[src/rtl/wb_arbiter_scoreboard.sv]
// wb_arbiter_scoreboard
//   Round-robin arbiter that shares the single register-file write port
//   between NREQ writeback sources (0 = ALU, 1 = LSU, 2 = MDU, ...). It also
//   keeps a per-register busy scoreboard that stalls issue on RAW/WAW hazards
//   against writes still in flight.
//
// Ports
//   i_clk, i_reset        clock, synchronous active-high reset
//   i_wb_valid[NREQ]      requester i holds a result
//   i_wb_rd[5*NREQ]       destination register of requester i (bits 5i+4:5i)
//   i_wb_data[XLEN*NREQ]  result data of requester i
//   o_wb_ready[NREQ]      one-hot grant (combinational)
//   i_issue_*             instruction presented by decode
//   o_issue_stall         hazard against the busy scoreboard (combinational)
//   o_rd_wren/addr/data   registered register-file write port
//   o_busy[32]            scoreboard vector
module wb_arbiter_scoreboard #(
    parameter int unsigned XLEN = 32,
    parameter int unsigned NREQ = 3
) (
    input  logic                 i_clk,
    input  logic                 i_reset,
    input  logic [NREQ-1:0]      i_wb_valid,
    input  logic [5*NREQ-1:0]    i_wb_rd,
    input  logic [XLEN*NREQ-1:0] i_wb_data,
    output logic [NREQ-1:0]      o_wb_ready,
    input  logic                 i_issue_valid,
    input  logic [4:0]           i_issue_rs1,
    input  logic [4:0]           i_issue_rs2,
    input  logic [4:0]           i_issue_rd,
    input  logic                 i_issue_rd_en,
    output logic                 o_issue_stall,
    output logic                 o_rd_wren,
    output logic [4:0]           o_rd_addr,
    output logic [XLEN-1:0]      o_rd_data,
    output logic [31:0]          o_busy
);

    localparam int unsigned PW = (NREQ > 1) ? $clog2(NREQ) : 1;

    logic [4:0]      wb_rd   [NREQ];
    logic [XLEN-1:0] wb_data [NREQ];

    for (genvar g = 0; g < NREQ; g++) begin : g_unpack
        assign wb_rd[g]   = i_wb_rd[5*g +: 5];
        assign wb_data[g] = i_wb_data[XLEN*g +: XLEN];
    end

    logic [PW-1:0]   ptr;
    logic [31:0]     busy;
    logic [31:0]     busy_next;
    logic            grant_found;
    logic [PW-1:0]   grant_idx;
    logic [4:0]      grant_rd;
    logic [XLEN-1:0] grant_data;
    logic            issue_fire;

    // Search starts one past the last winner, so the last winner has the
    // lowest priority in the next cycle.
    always_comb begin
        int unsigned idx;
        idx         = 0;
        o_wb_ready  = '0;
        grant_found = 1'b0;
        grant_idx   = '0;
        for (int unsigned k = 1; k <= NREQ; k++) begin
            idx = (32'(ptr) + k) % NREQ;
            if (!grant_found && i_wb_valid[PW'(idx)]) begin
                grant_found = 1'b1;
                grant_idx   = PW'(idx);
            end
        end
        if (grant_found) begin
            o_wb_ready[grant_idx] = 1'b1;
        end
        grant_rd   = wb_rd[grant_idx];
        grant_data = wb_data[grant_idx];
    end

    assign o_issue_stall = i_issue_valid &&
                           (busy[i_issue_rs1] || busy[i_issue_rs2] ||
                            (i_issue_rd_en && busy[i_issue_rd]));

    assign issue_fire = i_issue_valid && !o_issue_stall && i_issue_rd_en &&
                        (i_issue_rd != 5'd0);

    // Clear is applied before set so a new reservation wins over a
    // completing write to the same register.
    always_comb begin
        busy_next = busy;
        if (o_rd_wren) begin
            busy_next[o_rd_addr] = 1'b0;
        end
        if (issue_fire) begin
            busy_next[i_issue_rd] = 1'b1;
        end
        busy_next[0] = 1'b0;
    end

    always_ff @(posedge i_clk) begin
        if (i_reset) begin
            ptr       <= PW'(NREQ - 1);
            busy      <= '0;
            o_rd_wren <= 1'b0;
            o_rd_addr <= '0;
            o_rd_data <= '0;
        end else begin
            busy <= busy_next;
            if (grant_found) begin
                ptr       <= grant_idx;
                o_rd_addr <= grant_rd;
                o_rd_data <= grant_data;
                // Results targeting x0 are consumed but never written.
                o_rd_wren <= (grant_rd != 5'd0);
            end else begin
                o_rd_wren <= 1'b0;
            end
        end
    end

    assign o_busy = busy;

endmodule

[config.mk]
export PLATFORM = sky130hd
export DESIGN_NAME = wb_arbiter_scoreboard
export DESIGN_NICKNAME = d
export VERILOG_FILES = /design/src/rtl/wb_arbiter_scoreboard.sv
export SDC_FILE = /design/constraint.sdc
export NUM_CORES = 1
export LEC_CHECK = 0
export CELL_PAD_IN_SITES_DETAIL_PLACEMENT = 1
export CELL_PAD_IN_SITES_GLOBAL_PLACEMENT = 2
export CORE_MARGIN = 2
export CORE_UTILIZATION = 24
export CTS_BUF_LIST = sky130_fd_sc_hd__clkbuf_4
export DETAILED_ROUTE_END_ITERATION = 16
export GPL_TIMING_DRIVEN = 0
export PLACE_DENSITY_LB_ADDON = 0.1
export SYNTH_ARGS = -nofsm -noshare
export SYNTH_HDL_FRONTEND = slang
export SYNTH_SLANG_ARGS = --single-unit
[constraint.sdc]
create_clock -name i_clk -period 3.2 [get_ports i_clk]
set_input_delay 0.48 -clock i_clk [delete_from_list [all_inputs] [get_ports i_clk]]
set_output_delay 0.48 -clock i_clk [all_outputs]
set_load 0.02 [all_outputs]
==> results of run 1 <==
-- worst register-to-register path: cells and delay by family, from the launching register on --
family | cells | cell delay [ns]
multiplexers | 1 | 0.23
flip-flops | 1 | 0.38
adder cells (fa/ha/maj) | 1 | 0.24
buffers and inverters | 2 | 0.55
AND/OR/NAND/NOR | 2 | 0.88
AO/OA/AOI/OAI | 2 | 0.63
-- sequential cells by signal, summed over array words and instances, names as in the netlist --
register   cells
o_busy        31
o_rd_addr      5
o_rd_data     32
o_rd_wren      1
ptr            2
-- per-layer routing --
metal | share of wire | vias up | wire [um]
li1 | - | 2418 | -
met1 | 0.40 | 2451 | 8280
met2 | 0.49 | 205 | 10200
met3 | 0.082 | 33 | 1700
met4 | 0.023 | 0 | 482
met5 | 0 | - | 0
-- cell usage after synthesis (all sizes together), types with 4 or more instances --
master and instances:
inv 10, nor2 12, a22o 33, o31ai 29, clkbuf 25, nor3 8, mux2 6, mux2i 47
o21ai 54, nor2b 24, a22oi 4, nand3 8, nand4b 5, mux4 17, nor3b 6, dfxtp 71
buf 17, nand3b 22, a221o 4, nand2 68, ha 4, a21oi 9
-- cell families (layout without fill, tap and decap cells) --
family,Yosys count,after routing,synth area share
muxes,70,70,0.202
adders and majority gates,4,4,0.0107
other,1,2,0.000802
and+or+nand+nor,169,169,0.192
DFF,71,71,0.304
buffers and inverters,52,282,0.0519
AOI/OAI and AO/OA,155,155,0.239
-- through the flow --
step	TNS, ns	utilization	power [uW]	instance area (um^2)
finish	0	0.387	5020	7450
global route	-0.0541	0.387	5380	7450
CTS	0	0.385	5060	7420
detailed placement	-18.30	0.365	4130	7030
global placement	-14.05	0.365	4090	7030
floorplan	0	-	2980	4670
-- how the worst max path moves through the flow --
| stage | from | endpoint | slack (ns) | cells after the start |
|---|---|---|---|---|
| final | i_issue_rs1[2] | o_issue_stall | 0.13 | 9 |
| after global routing | ptr[1] | o_wb_ready[0] | -0.03 | 10 |
| after CTS | o_busy[29] | o_issue_stall | 0.004 | 8 |
| after detailed placement | i_issue_rd[1] | o_issue_stall | -1.14 | 10 |
| after global placement | i_issue_rd[1] | o_issue_stall | -1.10 | 10 |
| after floorplan | ptr[0] | o_wb_ready[0] | 0.14 | 10 |
-- final cells by class --
type                            instances  area share
Antenna cell                            1    0.000336
Tap cell                              265      0.0445
Buffer                                 40      0.0353
Sequential cell                        71       0.194
Inverter                               10     0.00504
Timing Repair Buffer                  216       0.283
Clock buffer                            9     0.00907
Clock inverter                          7      0.0161
Multi-Input combinational cell        399       0.413
-- report_power, final --
group	switching, uW	leakage (uW)	internal [uW]	total (uW)
registers	140	0.000587	1080	1220
clock network	372	0.0000965	398	770
logic	1660	0.00214	1380	3030
-- what timing repair did --
item                       4_1_cts  5_1_grt
gates resized for setup         70        9
setup endpoints to repair       42       15
setup buffers                   11        3
pin swaps                        6        7
==> results.md, run 1 <==
* DRC violation count after routing at 0
* Most common cell after layout, fill and taps aside: clkdlybuf4s50_1
* Portion of the clock cycle consumed by the worst path in the final layout at 0.959
* Endpoint, Worst Hold: o_busy[28]
* Cell area after synthesis at 4670 um^2
* Share of synthesized area occupied by flip-flops and latches at 0.304
* Average size of a mapped cell at ~9 um^2
* Synth area leader: dfxtp_1
* Post-synth EDFFs at 0
* Footprint of the flip-flops and latches at 1440 um^2
* Number of buffers inserted during clock tree synthesis at 9
* Power per Cell Area at 674 nW/um^2
* Starting Density at 0.243
* CTS tree: built
* Cell with the largest stage delay on the worst path: clkdlybuf4s50_1
* Pin count of the biggest net entering global routing at 14
* Clock tree root buffer cell: clkbuf_4
* Met2 track utilization from global routing at 0.356
* Fmax achieved at around 330 MHz
* Number of H-tree levels at 3
* Number of input and output port buffers inserted at approximately 200
* Leakage power total at about 0.0028 uW
* Leading register cell type out of synthesis: dfxtp_1
* Global-route wire length before repair at between 30000 and 40000 um
* Proportion of register bits with asynchronous set or reset after synthesis at 0
* Number of register bits inferred by synthesis at 71
* Hold Worst Slack at approximately 0.44 ns
* Top cell family by delay on the critical path: buffers and inverters
* Final #Nets at 884
* Number of hold violations in the final report at 0
* Post-route ant nets at 0
* DRC violation total after the first TritonRoute iteration at 196
* GR met3 Demand/Resource at 0.0570
* Row Count at 51
* Tmin final at 3.07 ns
* Startpoint types: input port
* Worst-Margin Slew at ~1.0 ns
* Full die area at roughly 20000 um^2
* Area growth, synth to finish at 59.4%
* Detailed-route via count at 5107
* Source of the worst hold timing path: i_issue_rd[0]
* Cell types with the largest area share after synthesis: dfxtp_1, mux2i_1, a22o_1
* Ordered cell list for the critical path: clkdlybuf4s50_1 -> buf_6 -> mux4_2 -> o21ai_0 -> a31oi_1 -> a311oi_2 -> nand4_4 -> and2_1 -> buf_2
* Die X-Extent at ~140 um
* Clock buffer depth at 2
* Class of the worst hold path: in2reg
* Unrepaired setup endpoints after global routing: true
* Most Used Layer, Global Route: met2
* Total grt overflow at 0
* Reg-to-reg critical path startpoint: ptr[1]
* Biggest fanout along the worst timing path at 10
* Initial DRT Pass Iterations at 5
* Number of antenna violations at the first check in global routing at 1
* Most frequent cells in the layout: clkdlybuf4s50_1, nand2_1, dfxtp_1
* Final HPWL from detailed placement at 16400 um
* Cell count after placement at slightly below 1000
* Ports at about 210
* Data required time of the critical path at ~2.7 ns
* CORE AREA at just under 20000 um^2
* Final WS setup at between 0.1 and 0.15 ns
* Average routed wire per standard cell at between 20 and 25 um
* Quantity of hold-fixing buffers added after cts at 0
* Max-slew headroom at 0.321
* Worst vdd rail ir drop at 0.288 mV
* Filler Cell Count at 2259
* Yosys warning total at 0
* Register-to-register setup slack at 0.26 ns
* Detail-routed via count per cell at around 5
* Slowest stage delay, CP at 0.55 ns
* Latest clock arrival within the worst-skew pair at about 0.44 ns
* Height of the die at approximately 140 um
* Worst slack at placement at -1.14 ns
* Worst Path Class, Setup: in2out
* Data arrival time of the critical path at ~2.6 ns
* R2R Path End: o_rd_data[30]
* Final std cells w/o fill at 1018
* Share of Yosys cell area claimed by the top area cell type at 0.304
* Instance count along the most critical hold path at 3
* Number of global-route vias before repair at about 5500
* Share of post-route cells with drive strength above 1 at 0.130
* Number of clock sinks at about 70
* Total wire length after detailed routing at roughly 21000 um
* Maximum Capacitance Violations at 0
* Fin Clk Skew at around 0.015 ns
* Multi-input combinational cell area at around 3100 um^2
* RD Place Congestion at between 0.8 and 0.9
* Sort of element at the end of the critical path: primary output
* GRT met1 Usage at 0.226
* Combined global-route utilization of all metal layers at 0.199
* Setup-failing EPs final at 0
* Net Count, Synth at ~660
* Unique cell type count in the Yosys netlist at 58
* Final Slew Violations at 0
* Clock transition at the register clock pins on the worst setup and hold paths after CTS at 0.14 ns
* Logic depth of the worst register-to-register path at 8
* Cell count after synthesis at roughly 520
* Critical path buffer and inverter count at 3
* Outcome: finished, final reports clean
Power figures use the tool's default switching activity.
==> run 2: changes to the inputs <==
--- a/config.mk
+++ b/config.mk
@@ -5,9 +5,9 @@
 export SDC_FILE = /design/constraint.sdc
 export NUM_CORES = 1
 export LEC_CHECK = 0
+export CAP_MARGIN = 10
 export CELL_PAD_IN_SITES_DETAIL_PLACEMENT = 1
 export CELL_PAD_IN_SITES_GLOBAL_PLACEMENT = 2
-export CORE_MARGIN = 2
 export CORE_UTILIZATION = 24
 export CTS_BUF_LIST = sky130_fd_sc_hd__clkbuf_4
 export DETAILED_ROUTE_END_ITERATION = 16
==> results.md, run 2 (synthesized netlist as in run 1, its figures left out) <==
* Biggest fanout along the worst timing path at 10 (unchanged)
* RD Place Congestion at 0.872 (+6.8%)
* Maximum Capacitance Violations at 0 (unchanged)
* Final #Nets at 887 (+0.34%)
* Number of clock sinks at 71 (unchanged)
* Logic depth of the worst register-to-register path at 8 (unchanged)
* Portion of the clock cycle consumed by the worst path in the final layout at 0.962 (+0.00317)
* Area growth, synth to finish at 59.6%
* Initial DRT Pass Iterations at 4 (-1)
* CTS tree: built
* Most common cell after layout, fill and taps aside: clkdlybuf4s50_1
* Post-route ant nets at 0 (unchanged)
* Height of the die at 142 um (-1.4%)
* Startpoint types: flip-flop
* Number of H-tree levels at 3 (unchanged)
* Final Slew Violations at 0 (unchanged)
* Most frequent cells in the layout: clkdlybuf4s50_1, nand2_1, dfxtp_1
* Number of input and output port buffers inserted at 202 (unchanged)
* Sort of element at the end of the critical path: primary output
* Row Count at 50 (-2.0%)
* Util after Layout at 0.395 (+0.00820)
* Data required time of the critical path at 2.72 ns (about the same)
* Detailed-route via count at 5072 (-0.69%)
* Tmin final at 3.08 ns (+0.0101 ns)
* Die X-Extent at 142 um (-1.4%)
* Ports at 207 (unchanged)
* Average routed wire per standard cell at 19.7 um (-3.3%)
* Full die area at 20000 um^2 (-2.8%)
* Number of global-route vias before repair at 5568 (+0.61%)
* Global-route wire length before repair at 31200 um (about the same)
* Clock tree root buffer cell: clkbuf_4
* Fin Clk Skew at 0.00722 ns (-0.00739 ns)
* Max-slew headroom at 0.381 (+0.0592)
* DRC violation total after the first TritonRoute iteration at 177 (-9.7%)
* Data arrival time of the critical path at 2.60 ns (about the same)
* Number of antenna violations at the first check in global routing at 1 (unchanged)
* Share of post-route cells with drive strength above 1 at 0.132 (+0.00213)
* Starting Density at 0.247 (+0.00485)
* Worst-Margin Slew at 0.922 ns (-0.0882 ns)
* DRC violation count after routing at 0 (unchanged)
* Register ranked first by flip-flop count: o_rd_data
* Instance count along the most critical hold path at 1 (-2)
* Final HPWL from detailed placement at 15900 um (-3.1%)
* Largest register FFs at 32 (unchanged)
* Combined global-route utilization of all metal layers at 0.202 (+0.00355)
* CORE AREA at 18900 um^2 (-2.0%)
* Fmax achieved at 325 MHz (-0.33%)
* Detail-routed via count per cell at 4.99 (-0.49%)
* Number of buffers inserted during clock tree synthesis at 9 (unchanged)
* Power per Cell Area at 665 nW/um^2 (-1.3%)
* Class of the worst hold path: reg2reg
* Clock transition at the register clock pins on the worst setup and hold paths after CTS at 0.12 ns (-0.02 ns)
* Worst Path Class, Setup: reg2out
* Total grt overflow at 0 (unchanged)
* Latest clock arrival within the worst-skew pair at 0.42 ns (-0.02 ns)
* Overall power after layout at 4960 uW (-1.2%)
* Outcome: finished, final reports clean
* Worst vdd rail ir drop at 0.303 mV (+5.3%)
* Leakage power total at 0.00284 uW (+0.38%)
* Clock buffer depth at 2 (unchanged)
* Pin count of the biggest net entering global routing at 13 (-1)
* Number of hold violations in the final report at 0 (unchanged)
* Total wire length after detailed routing at 20000 um (-3.4%)
* Setup-failing EPs final at 0 (unchanged)
-- run 2: routing by layer --
metal,global-route usage,vias up,part of all wire
met1,0.230,2429,0.41
met5,0,-,0
met3,0.0604,23,0.078
li1,-,2424,-
met4,0.0594,0,0.018
met2,0.365,196,0.50
-- run 2: final timing paths --
| check | endpoint | start | slack [ns] |
|---|---|---|---|
| min reg2reg | o_rd_data[2] | o_rd_data[2] | 0.50 |
| max | o_wb_ready[0] | ptr[0] | 0.12 |
| max reg2reg | o_rd_data[27] | ptr[0] | 0.32 |
| min | o_rd_data[2] | o_rd_data[2] | 0.50 |
-- run 2: area by class of cell --
| cell class | instances | area [um^2] |
|---|---|---|
| diodes | 1 | 2.50 |
| plain buffers | 40 | 265 |
| clock buffers | 9 | 67.6 |
| clock inverters | 7 | 87.6 |
| fillers | 2223 | 11400 |
| inverters | 10 | 37.5 |
| multi-input cells | 399 | 3100 |
| flip-flops and latches | 71 | 1440 |
| well taps | 260 | 325 |
| repair buffers | 219 | 2140 |
-- run 2: through the flow --
step / std cells / worst slack [ns] / TNS [ns] / cell area [um^2] / hold slack [ns]
floorplan: 522 / 0.138 / 0 / 4670 / 0.491
global placement: 984 / -1.05 / -8.81 / 7020 / 0.461
detailed placement: 984 / -1.07 / -14.06 / 7020 / 0.468
CTS: 1012 / 0.00388 / 0 / 7410 / 0.501
global route: 1016 / -0.00224 / -0.00224 / 7460 / 0.504
finish: 1016 / 0.122 / 0 / 7460 / 0.496
-- run 2: worst max-delay path, cell delays in order (launching register included) --
cell	delay, ns
dfxtp_4	0.39
inv_1	0.09
ha_4	0.29
inv_2	0.09
o22ai_1	0.10
a221o_1	0.37
nand3_2	0.13
buf_12	0.16
buf_8	0.16
nor3b_4	0.25
buf_6	0.15
-- run 2: repair_timing --
item	in CTS	in global routing
hold endpoints to repair	0	0
hold buffers	0	0
setup buffers	13	4
setup endpoints to repair	37	4
pin swaps	5	6
resized for setup	65	13
-- run 2: report_power, final --
part | internal (uW) | switching [uW]
registers | 1080 | 139
clock network | 311 | 336
logic | 1440 | 1650
